**src/rtl/alu_pkg.sv**
```systemverilog
// rtl/alu_pkg.sv - shared ALU op codes, widths and index helpers for the issue stage
package alu_pkg;

    localparam int DEFAULT_DATA_W = 32;
    localparam int REG_IDX_W      = 5;
    localparam int NUM_REGS       = 32;

    localparam logic [2:0] OP_ADD = 3'd0;
    localparam logic [2:0] OP_SUB = 3'd1;
    localparam logic [2:0] OP_AND = 3'd2;
    localparam logic [2:0] OP_OR  = 3'd3;
    localparam logic [2:0] OP_SRL = 3'd4;
    localparam logic [2:0] OP_SRA = 3'd5;

    // One-hot mask of a register index; R0 never maps to a bit so it can never be tracked.
    function automatic logic [NUM_REGS-1:0] idx_mask(input logic [REG_IDX_W-1:0] idx);
        logic [NUM_REGS-1:0] m;
        m      = '0;
        m[idx] = (idx != '0);
        return m;
    endfunction

endpackage

```
**src/rtl/grf.sv**
```systemverilog
// rtl/grf.sv - 32-entry general register file, 2 async read ports, 1 sync write port, R0 hardwired to 0
module grf
    import alu_pkg::*;
#(
    parameter int DATA_W = DEFAULT_DATA_W
) (
    input  logic                 clk,
    input  logic                 rst_n,
    input  logic [REG_IDX_W-1:0] ra_idx,
    output logic [DATA_W-1:0]    ra_data,
    input  logic [REG_IDX_W-1:0] rb_idx,
    output logic [DATA_W-1:0]    rb_data,
    input  logic                 we,
    input  logic [REG_IDX_W-1:0] wa,
    input  logic [DATA_W-1:0]    wd
);

    logic [DATA_W-1:0] regs [NUM_REGS];

    always_ff @(posedge clk) begin
        if (!rst_n) begin
            for (int i = 0; i < NUM_REGS; i++) begin
                regs[i] <= '0;
            end
        end else if (we && (wa != '0)) begin
            regs[wa] <= wd;
        end
    end

    assign ra_data = (ra_idx == '0) ? '0 : regs[ra_idx];
    assign rb_data = (rb_idx == '0) ? '0 : regs[rb_idx];

endmodule

```
**src/rtl/alu_issue_stage.sv**
```systemverilog
// rtl/alu_issue_stage.sv - scoreboarded ALU issue stage; GRF_BYPASS_EN enables same-cycle writeback forwarding
module alu_issue_stage
    import alu_pkg::*;
#(
    parameter int DATA_W = DEFAULT_DATA_W
) (
    input  logic                 clk,
    input  logic                 rst_n,
    input  logic                 in_valid,
    output logic                 in_ready,
    input  logic [2:0]           in_op,
    input  logic [REG_IDX_W-1:0] in_rs,
    input  logic [REG_IDX_W-1:0] in_rt,
    input  logic [REG_IDX_W-1:0] in_rd,
    output logic                 out_valid,
    input  logic                 out_ready,
    output logic [DATA_W-1:0]    out_a,
    output logic [DATA_W-1:0]    out_b,
    output logic [2:0]           out_op,
    output logic [REG_IDX_W-1:0] out_rd,
    input  logic                 wb_valid,
    input  logic [REG_IDX_W-1:0] wb_rd,
    input  logic [DATA_W-1:0]    wb_data,
    output logic [NUM_REGS-1:0]  busy
);

    logic [NUM_REGS-1:0] busy_q;
    logic [NUM_REGS-1:0] busy_nxt;
    logic [NUM_REGS-1:0] busy_eff;
    logic [NUM_REGS-1:0] wb_mask;
    logic [DATA_W-1:0]   rs_data;
    logic [DATA_W-1:0]   rt_data;
    logic [DATA_W-1:0]   a_sel;
    logic [DATA_W-1:0]   b_sel;
    logic                hazard;
    logic                accept;

    grf #(.DATA_W(DATA_W)) u_grf (
        .clk     (clk),
        .rst_n   (rst_n),
        .ra_idx  (in_rs),
        .ra_data (rs_data),
        .rb_idx  (in_rt),
        .rb_data (rt_data),
        .we      (wb_valid),
        .wa      (wb_rd),
        .wd      (wb_data)
    );

    assign wb_mask = wb_valid ? idx_mask(wb_rd) : '0;

`ifdef GRF_BYPASS_EN
    // A register being written back this cycle is already resolved; take the value off the wb bus.
    assign busy_eff = busy_q & ~wb_mask;
    assign a_sel    = wb_mask[in_rs] ? wb_data : rs_data;
    assign b_sel    = wb_mask[in_rt] ? wb_data : rt_data;
`else
    assign busy_eff = busy_q;
    assign a_sel    = rs_data;
    assign b_sel    = rt_data;
`endif

    // busy_q[0] is never set, so R0 operands and destinations never stall.
    assign hazard   = busy_eff[in_rs] | busy_eff[in_rt] | busy_eff[in_rd];
    assign in_ready = !hazard && (!out_valid || out_ready);
    assign accept   = in_valid && in_ready;

    // Clear first, then set, so an issue to the index being written back keeps its pending bit.
    assign busy_nxt = (busy_q & ~wb_mask) | (accept ? idx_mask(in_rd) : '0);
    assign busy     = busy_q;

    always_ff @(posedge clk) begin
        if (!rst_n) begin
            busy_q    <= '0;
            out_valid <= 1'b0;
            out_a     <= '0;
            out_b     <= '0;
            out_op    <= '0;
            out_rd    <= '0;
        end else begin
            busy_q <= busy_nxt;
            if (accept) begin
                out_valid <= 1'b1;
                out_a     <= a_sel;
                out_b     <= b_sel;
                out_op    <= in_op;
                out_rd    <= in_rd;
            end else if (out_ready) begin
                out_valid <= 1'b0;
            end
        end
    end

endmodule

```
**config.mk**
```make
export PLATFORM = sky130hd
export DESIGN_NAME = alu_issue_stage
export DESIGN_NICKNAME = d
export VERILOG_FILES = /design/src/rtl/alu_pkg.sv /design/src/rtl/grf.sv /design/src/rtl/alu_issue_stage.sv
export SDC_FILE = /design/constraint.sdc
export NUM_CORES = 2
export LEC_CHECK = 0
export BUFFER_PORTS_ARGS = -buffer_cell sky130_fd_sc_hd__buf_4
export CAP_MARGIN = 20
export CORE_ASPECT_RATIO = 0.9
export CORE_MARGIN = 5
export CORE_UTILIZATION = 60
export CTS_BUF_LIST = sky130_fd_sc_hd__clkbuf_4 sky130_fd_sc_hd__clkbuf_8
export DETAILED_ROUTE_END_ITERATION = 8
export PLACE_DENSITY_LB_ADDON = 0.05
export RECOVER_POWER = 25
export SYNTH_ARGS = -nofsm -noshare
export SYNTH_HDL_FRONTEND = slang
export SYNTH_SLANG_ARGS = --single-unit
```
**constraint.sdc**
```tcl
create_clock -name clk -period 6.8 [get_ports clk]
set_input_delay 1.36 -clock clk [delete_from_list [all_inputs] [get_ports clk]]
set_output_delay 1.36 -clock clk [all_outputs]
set_load 0.005 [all_outputs]
```
==> impl_metrics.py <==
metrics = {
    "setup_path": {
        "arrival_ps": 6740,
        "path_buf_inv": 4,
        "critical_path_class": "in2reg",
        "end_kind": "flop",
        "critPathSlowestCell": "nor2_1",
        "reg2reg_depth": 8,
        "crit_fanout": 81,
        "start_kind": "input pin",
        "cp.required_ps": 7530,
        "crit_path_max_incr_delay_ps": 1670,
        "critPathMostFrequentCell": "clkbuf_1",
        "reg2reg_from": "busy[31]",
        "crit_family": "buffers and inverters",
        "r2r_slack_ps": 3700,
        "cp_cell_sequence": "clkbuf_1, buf_12, nand4_1, clkbuf_1, nor2_1, buf_4, and2_1",
        "reg2reg_to": "out_a[28]",
    },
    "synthesis": {
        "synth_edf_count": 1024,
        "syn_avg_cell_area_um2": 15.7,
        "ys_types": 46,
        "synth_area_mm2": 0.0588,
        "synth_top_flop_cell": "edfxtp_1",
        "async_reset_ff_share_pct": 0,
        "synth_warnings": 0,
        "synthCells": 3741,
        "synth-seq-cells": 1129,
        "ys_seq_area_share_pct": 55.9,
    },
    "placement": {
        "place_inst": 4910,
        "gp_congestion": 0.929,
        "io_buffer_count": 165,
        "dp_hpwl_um": 120000,
        "pre_cts_ws_ps": 1800,
    },
    "finish": {
        "final_cell_mix": "edfxtp_1 (1024), and2_1 (863), mux4_2 (620)",
        "drive_gt1_share_pct": 30.7,
        "final_common_cell": "edfxtp_1",
        "fin_nets": 3881,
        "area_delta_synth_final_pct": 10.6,
        "final_cells": 5275,
    },
    "worst_hold_path": {
        "holdPathEnd": "out_rd[0]",
        "worstHoldStart": "out_rd[0]",
        "hold_depth": 2,
        "worstHoldPathType": "reg2reg",
    },
    "sta": {
        "fin_worst_skew_ps": 33.2,
        "rsz0062_at_grt": "false",
        "relSlewSlack_pct": -175,
        "setup_tns_ps": 0,
        "post-route-period-util_pct": 88.5,
        "timing.fmax_mhz": 166,
        "setup_violations": 0,
        "finalWorstSetupSlack_ps": 785,
        "worstMarginPinSlew_ps": 4130,
        "drv_slew": 344,
        "hold_viol": 0,
        "hold_slack_ps": 465,
        "period_minus_slack_ps": 6010,
    },
    "routing": {
        "drc": 0,
        "vias": 38900,
        "drt-wirelength-per-cell_um": 40.1,
        "firstDrtPassIters": 6,
        "wl_um": 212000,
        "drt_iter0_drc": 6264,
        "via_per_inst": 7.37,
        "ant_nets": 0,
    },
    "global_route": {
        "gr-total-overflow": 0,
        "grt_max_degree": 136,
        "antenna_found_initial": 27,
        "track_usage_pct": 40.7,
        "grt_pass1_wl_um": 295000,
        "grt_pass1_vias": 38900,
    },
    "clock_network": {
        "hold_buffers": 0,
        "htree_levels": 4,
        "cts_tree": "built",
        "cts_buffers": 181,
        "clkSinkCount": 1129,
        "cts_resized": 0,
        "clk_latency_ps": 890,
        "cts_max_path_buffers": 3,
        "post-cts-setup-buffer-count": 0,
        "clkTransAtPathRegs_ps": 60,
        "cts_root_buf": "clkbuf_8",
    },
    "floorplanning": {
        "pin_count": 166,
        "die_w_um": 340,
        "initial_core_util_pct": 60.1,
        "die_h_um": 307,
        "rows": 109,
        "fp.dieArea_mm2": 0.104,
        "core_area_mm2": 0.0978,
    },
    "flow_run": {
        "cap_violations": 22,
    },
    "power_and_ir_drop": {
        "power_uw": 16300,
        "power_leakage_uw": 0.0224,
        "ir_drop_mv": 0.166,
        "power.density_mw_per_mm2": 250,
    },
    "outcome": {
        "status": "complete, but fails checks",
        "violations": "capacitance limit, slew limit",
    },
}
[area by class of cell]
cell class	instances	area (um^2)
inverters	7	26.3
multi-input cells	2226	24700
fillers	6844	32800
well taps	1276	1600
repair buffers	276	2090
clock inverters	45	225
flip-flops and latches	1129	32900
clock buffers	289	3500
diodes	27	67.6
[sequential cells by signal (all words and copies together) (netlist names)]
register and count:
u_grf.regs 1024, busy 32, out_a 32, out_b 32, out_rd 5, out_op 3
out_valid 1
[Yosys cell counts, types with 6 or more instances]
cell | n | share of area (%)
mux4_2 | 620 | 24
clkbuf_1 | 294 | 1.9
buf_2 | 63 | 0.54
nor2b_1 | 9 | 0.096
nand2_1 | 117 | 0.75
or3b_2 | 6 | 0.089
nand2b_1 | 23 | 0.24
a22oi_1 | 50 | 0.64
buf_4 | 15 | 0.19
nand3b_1 | 9 | 0.11
buf_1 | 31 | 0.20
mux2i_1 | 137 | 2.3
edfxtp_1 | 1024 | 52
mux2_2 | 7 | 0.13
o31ai_1 | 26 | 0.33
buf_6 | 7 | 0.13
dfxtp_1 | 105 | 3.6
o21ai_0 | 33 | 0.28
nand3_1 | 26 | 0.22
and2_1 | 998 | 11
nor2_1 | 35 | 0.22
o211ai_1 | 44 | 0.56
a32oi_1 | 16 | 0.24
[how the worst max path moves through the flow]
stage | from | end | slack [ps] | cells past startpoint
2_1_floorplan | wb_valid | busy[4] | 1720 | 5
3_3_place_gp | in_rs[0] | in_ready | 1720 | 7
3_5_place_dp | wb_rd[2] | u_grf.regs[12][20] | 1800 | 5
4_1_cts | in_rs[0] | in_ready | 1800 | 7
5_1_grt | rst_n | u_grf.regs[9][15] | 840 | 7
6_report | rst_n | u_grf.regs[11][28] | 790 | 7
[cell families (layout without fill, tap and decap cells)]
logic type	count (synthesis)	after routing	share of synthesized area (%)
compound gates	190	190	2.35
other cells	1	59	0.00638
buf+inv	417	617	2.98
mux	765	765	26.2
flops	1129	1129	55.9
simple gates	1239	1239	12.5
[worst reg2reg max path: stages, from the launching register on]
cell	delay, ps
dfxtp_1	530
mux4_2	310
a22oi_1	70
o2111ai_1	330
a2111oi_2	80
nand4_1	130
buf_4	410
buf_4	720
mux2i_1	420
[power by group]
group | internal [uW] | leakage (uW) | total [uW] | switching (uW)
clock network | 3250 | 0.00197 | 6070 | 2820
logic | 860 | 0.00982 | 2000 | 1140
registers | 7960 | 0.0106 | 8190 | 228
total | 12100 | 0.0224 | 16300 | 4180
[per-layer routing]
layer / global-route usage, % / vias up / part of all wire, %
met5: 0 / - / 0
met4: 18.4 / 0 / 4.9
met3: 15.5 / 642 / 16
met2: 60.9 / 3507 / 45
met1: 53.8 / 20100 / 34
li1: - / 14700 / -
[metrics by stage]
step                      util [%]  cell area (um^2)
final                         66.5             65000
after global routing          66.4             65000
after CTS                     66.8             65300
after detailed placement      63.0             61600
after global placement        62.9             61500
after floorplan                  -             58900
No activity file was read; power rests on OpenSTA's default activity.
